$ cat src/rtl/dma_regfile.sv
// Shared DMA definitions: scheduler state encoding, AXI burst encoding and
// the AXI 4 KB page size that INCR bursts must not cross.
package dma_regfile;

   typedef enum logic [2:0] {
      ST_IDLE    = 3'd0,
      ST_CHECK   = 3'd1,
      ST_RD_CMD  = 3'd2,
      ST_RD_WAIT = 3'd3,
      ST_WR_CMD  = 3'd4,
      ST_WR_WAIT = 3'd5
   } dma_sched_state_t;

   typedef enum logic [1:0] {
      BURST_FIXED = 2'b00,
      BURST_INCR  = 2'b01,
      BURST_WRAP  = 2'b10,
      BURST_ERR   = 2'b11
   } dma_burst_t;

   localparam logic [31:0] BOUNDARY_4KB = 32'd4096;

endpackage

$ cat src/rtl/dma_chunk_calc.sv
// Chunk sizing for one burst: limits the remaining byte count to what a
// single AXI burst may legally carry and derives the AXI beat count - 1.
module dma_chunk_calc
   import dma_regfile::*;
#(
   parameter int DATA_BYTES = 4,
   parameter int MAX_BEATS  = 16
) (
   input  logic [31:0] remaining,
   input  logic [31:0] src,
   input  logic [31:0] dst,
   input  dma_burst_t  burst,
   output logic [31:0] chunk_bytes,
   output logic [7:0]  cmd_len
);

   localparam logic [31:0] MAX_BYTES = 32'(MAX_BEATS * DATA_BYTES);
   localparam int          SHIFT     = $clog2(DATA_BYTES);

   logic [31:0] src_room;
   logic [31:0] dst_room;
   logic [31:0] beats;

   // Pick the burst size: FIXED caps at the beat limit, INCR also stops at
   // either address's next 4 KB page, WRAP moves everything in one burst.
   always_comb begin
      src_room    = BOUNDARY_4KB - {20'd0, src[11:0]};
      dst_room    = BOUNDARY_4KB - {20'd0, dst[11:0]};
      chunk_bytes = (remaining < MAX_BYTES) ? remaining : MAX_BYTES;
      case (burst)
         BURST_INCR: begin
            if (src_room < chunk_bytes) chunk_bytes = src_room;
            if (dst_room < chunk_bytes) chunk_bytes = dst_room;
         end
         BURST_WRAP: chunk_bytes = remaining;
         default: ;
      endcase
      beats   = chunk_bytes >> SHIFT;
      cmd_len = 8'(beats - 32'd1);
   end

endmodule

$ cat src/rtl/dma_xfer_sched.sv
// DMA transfer sequencer: validates a programmed transfer, splits it into
// AXI-legal bursts and moves each burst store-and-forward (read command,
// read completion, write command, write completion) before the next one.
//
// Command handshakes: *_cmd_valid rises with its payload already set, and
// valid plus payload stay frozen until the clock edge where ready is seen
// high; valid drops right after that edge. Payload holds its last value.
module dma_xfer_sched
   import dma_regfile::*;
#(
   parameter int DATA_BYTES = 4,
   parameter int MAX_BEATS  = 16
) (
   input  logic             clk,
   input  logic             rst_n,
   input  logic [31:0]      cfg_src,
   input  logic [31:0]      cfg_dst,
   input  logic [31:0]      cfg_len,
   input  logic [1:0]       cfg_burst,
   input  logic             start,
   input  logic             irq_en,
   input  logic             sts_clr,
   output logic             rd_cmd_valid,
   input  logic             rd_cmd_ready,
   output logic [31:0]      rd_cmd_addr,
   output logic [7:0]       rd_cmd_len,
   output logic [1:0]       rd_cmd_burst,
   input  logic             rd_done,
   input  logic             rd_err,
   output logic             wr_cmd_valid,
   input  logic             wr_cmd_ready,
   output logic [31:0]      wr_cmd_addr,
   output logic [7:0]       wr_cmd_len,
   output logic [1:0]       wr_cmd_burst,
   input  logic             wr_done,
   input  logic             wr_err,
   output logic             busy,
   output logic             sts_done,
   output logic             sts_err,
   output logic             irq,
   output dma_sched_state_t dbg_state
);

   localparam logic [31:0] ALIGN_MASK = 32'(DATA_BYTES - 1);
   localparam logic [31:0] WRAP_LEN2  = 32'(2 * DATA_BYTES);
   localparam logic [31:0] WRAP_LEN4  = 32'(4 * DATA_BYTES);
   localparam logic [31:0] WRAP_LEN8  = 32'(8 * DATA_BYTES);
   localparam logic [31:0] WRAP_LEN16 = 32'(16 * DATA_BYTES);

   dma_sched_state_t state;
   logic [31:0]      src;
   logic [31:0]      dst;
   logic [31:0]      remaining;
   logic [31:0]      chunk;
   logic [7:0]       xfer_len;
   dma_burst_t       burst;
   logic             ien;
   logic             first;

   logic [31:0]      calc_chunk;
   logic [7:0]       calc_len;
   logic             wrap_len_ok;
   logic [31:0]      wrap_mask;
   logic             cfg_bad;

   dma_chunk_calc #(
      .DATA_BYTES (DATA_BYTES),
      .MAX_BEATS  (MAX_BEATS)
   ) u_chunk_calc (
      .remaining   (remaining),
      .src         (src),
      .dst         (dst),
      .burst       (burst),
      .chunk_bytes (calc_chunk),
      .cmd_len     (calc_len)
   );

   // Legality of the latched transfer; only consulted for the first chunk.
   always_comb begin
      wrap_len_ok = (remaining == WRAP_LEN2) || (remaining == WRAP_LEN4) ||
                    (remaining == WRAP_LEN8) || (remaining == WRAP_LEN16);
      wrap_mask   = remaining - 32'd1;
      cfg_bad     = (remaining == 32'd0) ||
                    ((src & ALIGN_MASK) != 32'd0) ||
                    ((dst & ALIGN_MASK) != 32'd0) ||
                    ((remaining & ALIGN_MASK) != 32'd0) ||
                    (burst == BURST_ERR) ||
                    ((burst == BURST_WRAP) &&
                     (!wrap_len_ok || ((src & wrap_mask) != 32'd0) ||
                      ((dst & wrap_mask) != 32'd0)));
   end

   // Sequencer FSM with working registers, command outputs and sticky status.
   always_ff @(posedge clk or negedge rst_n) begin
      if (!rst_n) begin
         state        <= ST_IDLE;
         src          <= '0;
         dst          <= '0;
         remaining    <= '0;
         chunk        <= '0;
         xfer_len     <= '0;
         burst        <= BURST_FIXED;
         ien          <= 1'b0;
         first        <= 1'b0;
         rd_cmd_valid <= 1'b0;
         rd_cmd_addr  <= '0;
         rd_cmd_len   <= '0;
         rd_cmd_burst <= '0;
         wr_cmd_valid <= 1'b0;
         wr_cmd_addr  <= '0;
         wr_cmd_len   <= '0;
         wr_cmd_burst <= '0;
         sts_done     <= 1'b0;
         sts_err      <= 1'b0;
      end else begin
         // A clear is overridden by any status set later in this block.
         if (sts_clr) begin
            sts_done <= 1'b0;
            sts_err  <= 1'b0;
         end
         case (state)
            ST_IDLE: begin
               if (start) begin
                  src       <= cfg_src;
                  dst       <= cfg_dst;
                  remaining <= cfg_len;
                  burst     <= dma_burst_t'(cfg_burst);
                  ien       <= irq_en;
                  first     <= 1'b1;
                  sts_done  <= 1'b0;
                  sts_err   <= 1'b0;
                  state     <= ST_CHECK;
               end
            end
            ST_CHECK: begin
               first <= 1'b0;
               if (first && cfg_bad) begin
                  sts_err  <= 1'b1;
                  sts_done <= 1'b0;
                  state    <= ST_IDLE;
               end else begin
                  chunk        <= calc_chunk;
                  xfer_len     <= calc_len;
                  rd_cmd_valid <= 1'b1;
                  rd_cmd_addr  <= src;
                  rd_cmd_len   <= calc_len;
                  rd_cmd_burst <= burst;
                  state        <= ST_RD_CMD;
               end
            end
            ST_RD_CMD: begin
               if (rd_cmd_ready) begin
                  rd_cmd_valid <= 1'b0;
                  state        <= ST_RD_WAIT;
               end
            end
            ST_RD_WAIT: begin
               if (rd_done) begin
                  if (rd_err) begin
                     sts_err  <= 1'b1;
                     sts_done <= 1'b0;
                     state    <= ST_IDLE;
                  end else begin
                     wr_cmd_valid <= 1'b1;
                     wr_cmd_addr  <= dst;
                     wr_cmd_len   <= xfer_len;
                     wr_cmd_burst <= burst;
                     state        <= ST_WR_CMD;
                  end
               end
            end
            ST_WR_CMD: begin
               if (wr_cmd_ready) begin
                  wr_cmd_valid <= 1'b0;
                  state        <= ST_WR_WAIT;
               end
            end
            ST_WR_WAIT: begin
               if (wr_done) begin
                  if (wr_err) begin
                     sts_err  <= 1'b1;
                     sts_done <= 1'b0;
                     state    <= ST_IDLE;
                  end else begin
                     remaining <= remaining - chunk;
                     if (burst == BURST_INCR) begin
                        src <= src + chunk;
                        dst <= dst + chunk;
                     end
                     if (remaining == chunk) begin
                        sts_done <= 1'b1;
                        sts_err  <= 1'b0;
                        state    <= ST_IDLE;
                     end else begin
                        state <= ST_CHECK;
                     end
                  end
               end
            end
            default: state <= ST_IDLE;
         endcase
      end
   end

   // Status decode straight from registers so reset clears them at once.
   always_comb begin
      busy      = (state != ST_IDLE);
      irq       = ien & (sts_done | sts_err);
      dbg_state = state;
   end

endmodule

$ cat config.mk
export PLATFORM = sky130hd
export DESIGN_NAME = dma_xfer_sched
export DESIGN_NICKNAME = d
export VERILOG_FILES = /design/src/rtl/dma_regfile.sv /design/src/rtl/dma_chunk_calc.sv /design/src/rtl/dma_xfer_sched.sv
export SDC_FILE = /design/constraint.sdc
export NUM_CORES = 1
export LEC_CHECK = 0
export CAP_MARGIN = 10
export CORE_AREA = 2 2 216 218
export DETAILED_ROUTE_END_ITERATION = 8
export DIE_AREA = 0 0 218 220
export MAX_ROUTING_LAYER = met4
export PLACE_DENSITY = 0.56
export SYNTH_ARGS = -nofsm -noshare
export SYNTH_HDL_FRONTEND = slang
export SYNTH_SLANG_ARGS = --single-unit
$ cat constraint.sdc
create_clock -name clk -period 8.5 [get_ports clk]
set_clock_uncertainty 0.1 [all_clocks]
set_input_delay 0.85 -clock clk [delete_from_list [all_inputs] [get_ports clk]]
set_output_delay 0.85 -clock clk [all_outputs]
set_load 0.1 [all_outputs]
==> run_results.csv <==
group,metric,value,unit
clocking,clk_latency,590,ps
yosys,yosys-top-cells-area,"dfrtp_1 (35%), ha_1 (9.8%), nand2_1 (6.7%)",
setup_path,crit_family,"compound AO/OA/AOI/OAI gates",
layout,drive_gt1_frac,0.0663,
setup_path,rr_startpoint,"remaining[19]",
min_path,worstHoldPathType,"in -> async",
placed_design,numPortBuffers,201,
status,outcome,"completed",
placed_design,dpl_cell_area,0.0185,mm2
layout,final_cell_area,0.0195,mm2
clocking,cts_buffers,29,
placed_design,place.gp.congestion,0.927,
clocking,path_clk_slew,60,ps
global_routing,track_usage,0.235,
setup_path,cp.arrival,7520,ps
route,firstDrtPassIters,5,
layout,syn2layout_area_growth,23.1,%
job,maxCapViolCount,0,
setup_path,crit_path_start,"remaining[19]",
die,die-area,0.0480,mm2
setup_path,crit_slowest_cell,"o311ai_0",
yosys,yosys.area.top_type_share,0.352,
yosys,synthArstFlopShare,1.00,
sta,min_period,7210,ps
yosys,synth-main-ff-cell,"dfrtp_1",
sta,rsz0062_at_grt,"no",
yosys,syn_area,0.0159,mm2
sta,slew_headroom,0.297,
layout,final_util,0.426,
setup_path,worstPathMaxFanout,13,
clocking,root_buffer,"clkbuf_16",
clocking,htreeDepth,1,
yosys,syn_inst,1921,
route,initialDrtViolationCount,901,
global_routing,grt_max_degree,99,
layout,n_fill_cell,4695,
route,highest_layer,"met4",
global_routing,grt_pass1_vias,14400,
route,wl_per_cell,20.2,um
sta,slew_viol_final,0,
setup_path,startpoint_type,"register",
die,start_util,0.346,
clocking,clockBufferDepth,3,
layout,final_common_cell,"nand2_1",
die,die_y,220,um
clocking,cts_hold_buf,0,
setup_path,crit_required,8800,ps
placed_design,hpwl,41300,um
die,core,0.0459,mm2
die,die_w,218,um
clocking,clock-sinks,223,
route,vias_per_cell,5.41,
yosys,syn_avg_cell_area,8.25,um2
sta,tns,0,ps
route,drc,0,
route,vias,14700,
layout,nets,2326,
sta,setup_violations,0,
sta,min_period_over_period,0.849,
route,wl_met1,24400,um
layout,n_antenna_cell,0,
setup_path,end_kind,"register",
yosys,ys_seq_area_frac,0.352,
die,num_rows,79,
yosys,ys_ff_latch,223,
yosys,yosys.area.top_type,"dfrtp_1",
sta,hold_violations,0,
yosys,yosys_warnings,0,
clocking,cts_setup_buffers,0,
route,ant_nets,0,
yosys,synth_edf_count,0,
global_routing,grt-ovfl-total,0,
yosys,synth_cell_types,77,
route,drt-total-wl,55000,um
setup_path,worstSetupPathType,"reg -> reg",
layout,mostFrequentLayoutCells,"nand2_1 (282), dfrtp_1 (223), clkdlybuf4s50_1 (200)",
die,pin_count,202,
clocking,post_cts_resized,0,
setup_path,crit_buf_inv,2,
global_routing,antenna_found_initial,0,
route,route.met3.wl,2020,um
route,route.met2.wl,27100,um
sta,fmax,0.139,GHz
global_routing,grt_pass1_wl,84900,um
clocking,cts_tree,"done",
setup_path,crit_path_max_incr_delay,650,ps
sta,worstMarginPinSlew,1050,ps
## flip-flops by register name (all words and copies together), names as in the netlist, 2 cells and up
signal        count
burst             2
rd_cmd_addr      32
dst              32
rd_cmd_burst      2
chunk            32
wr_cmd_burst      2
xfer_len          8
remaining        32
src              32
wr_cmd_len        8
dbg_state         3
wr_cmd_addr      32
## path summary, 6_finish.rpt
| path | to | slack, ps | depth (start not counted) |
|---|---|---|---|
| min reg2reg | rd_cmd_addr[2] | 370 | 2 |
| min | rd_cmd_addr[29] | 210 | 1 |
| max in group asynchronous | wr_cmd_addr[6] | 6620 | 2 |
| max reg2reg | xfer_len[6] | 1290 | 28 |
| max | xfer_len[6] | 1290 | 28 |
| min in group clk | rd_cmd_addr[2] | 370 | 2 |
## stage by stage
stage          instances  hold WS [ps]  worst slack (ps)
6_report            2720           215              1290
4_1_cts             2720           227              1230
2_1_floorplan       1926           366              2580
3_5_place_dp        2666           362              1300
5_1_grt             2720           259               649
3_3_place_gp        2666           362              1320
## cell families (layout without fill, tap and decap cells)
kind of cell               Yosys count  count (layout)  synth area share
AOI/OAI and AO/OA                  555             555             0.214
xor gates and xnor gates            99              99            0.0547
adders and majority gates          127             127             0.102
buffers and inverters              167             354            0.0406
DFF                                223             223             0.352
muxes                               57              57            0.0398
other                                1               6          0.000237
and+or+nand+nor                    692             692             0.197
## per-layer routing
layer | global-route usage | vias to the layer above
met4 | 0.0605 | 0
li1 | - | 7159
met3 | 0.0229 | 72
met1 | 0.297 | 7144
met5 | - | -
met2 | 0.403 | 349
## cell type report
class	instances	area [um2]	share of cell area
clock buffer	39	773	0.0396
clock inverter	15	269	0.0138
inverter	83	312	0.0160
multi-input combinational	1536	9690	0.496
sequential	223	5580	0.286
tap	607	759	0.0389
timing repair buffer	217	2140	0.109
## Yosys cell counts, types with 22 or more instances
| cell type | number |
|---|---|
| nand2_1 | 283 |
| dfrtp_1 | 223 |
| a21oi_1 | 187 |
| nor2_1 | 185 |
| o21ai_0 | 146 |
| ha_1 | 124 |
| inv_1 | 81 |
| clkbuf_1 | 73 |
| xnor2_1 | 60 |
| nand3_1 | 49 |
| mux2_2 | 48 |
| a21o_1 | 46 |
| a31oi_1 | 39 |
| xor2_1 | 39 |
| nor3_1 | 30 |
| nand2b_1 | 22 |
| o21a_1 | 22 |
Power is left out: the tool's default activity adds up to more than one toggle a clock period on the data nets, which glitch-free logic cannot reach.
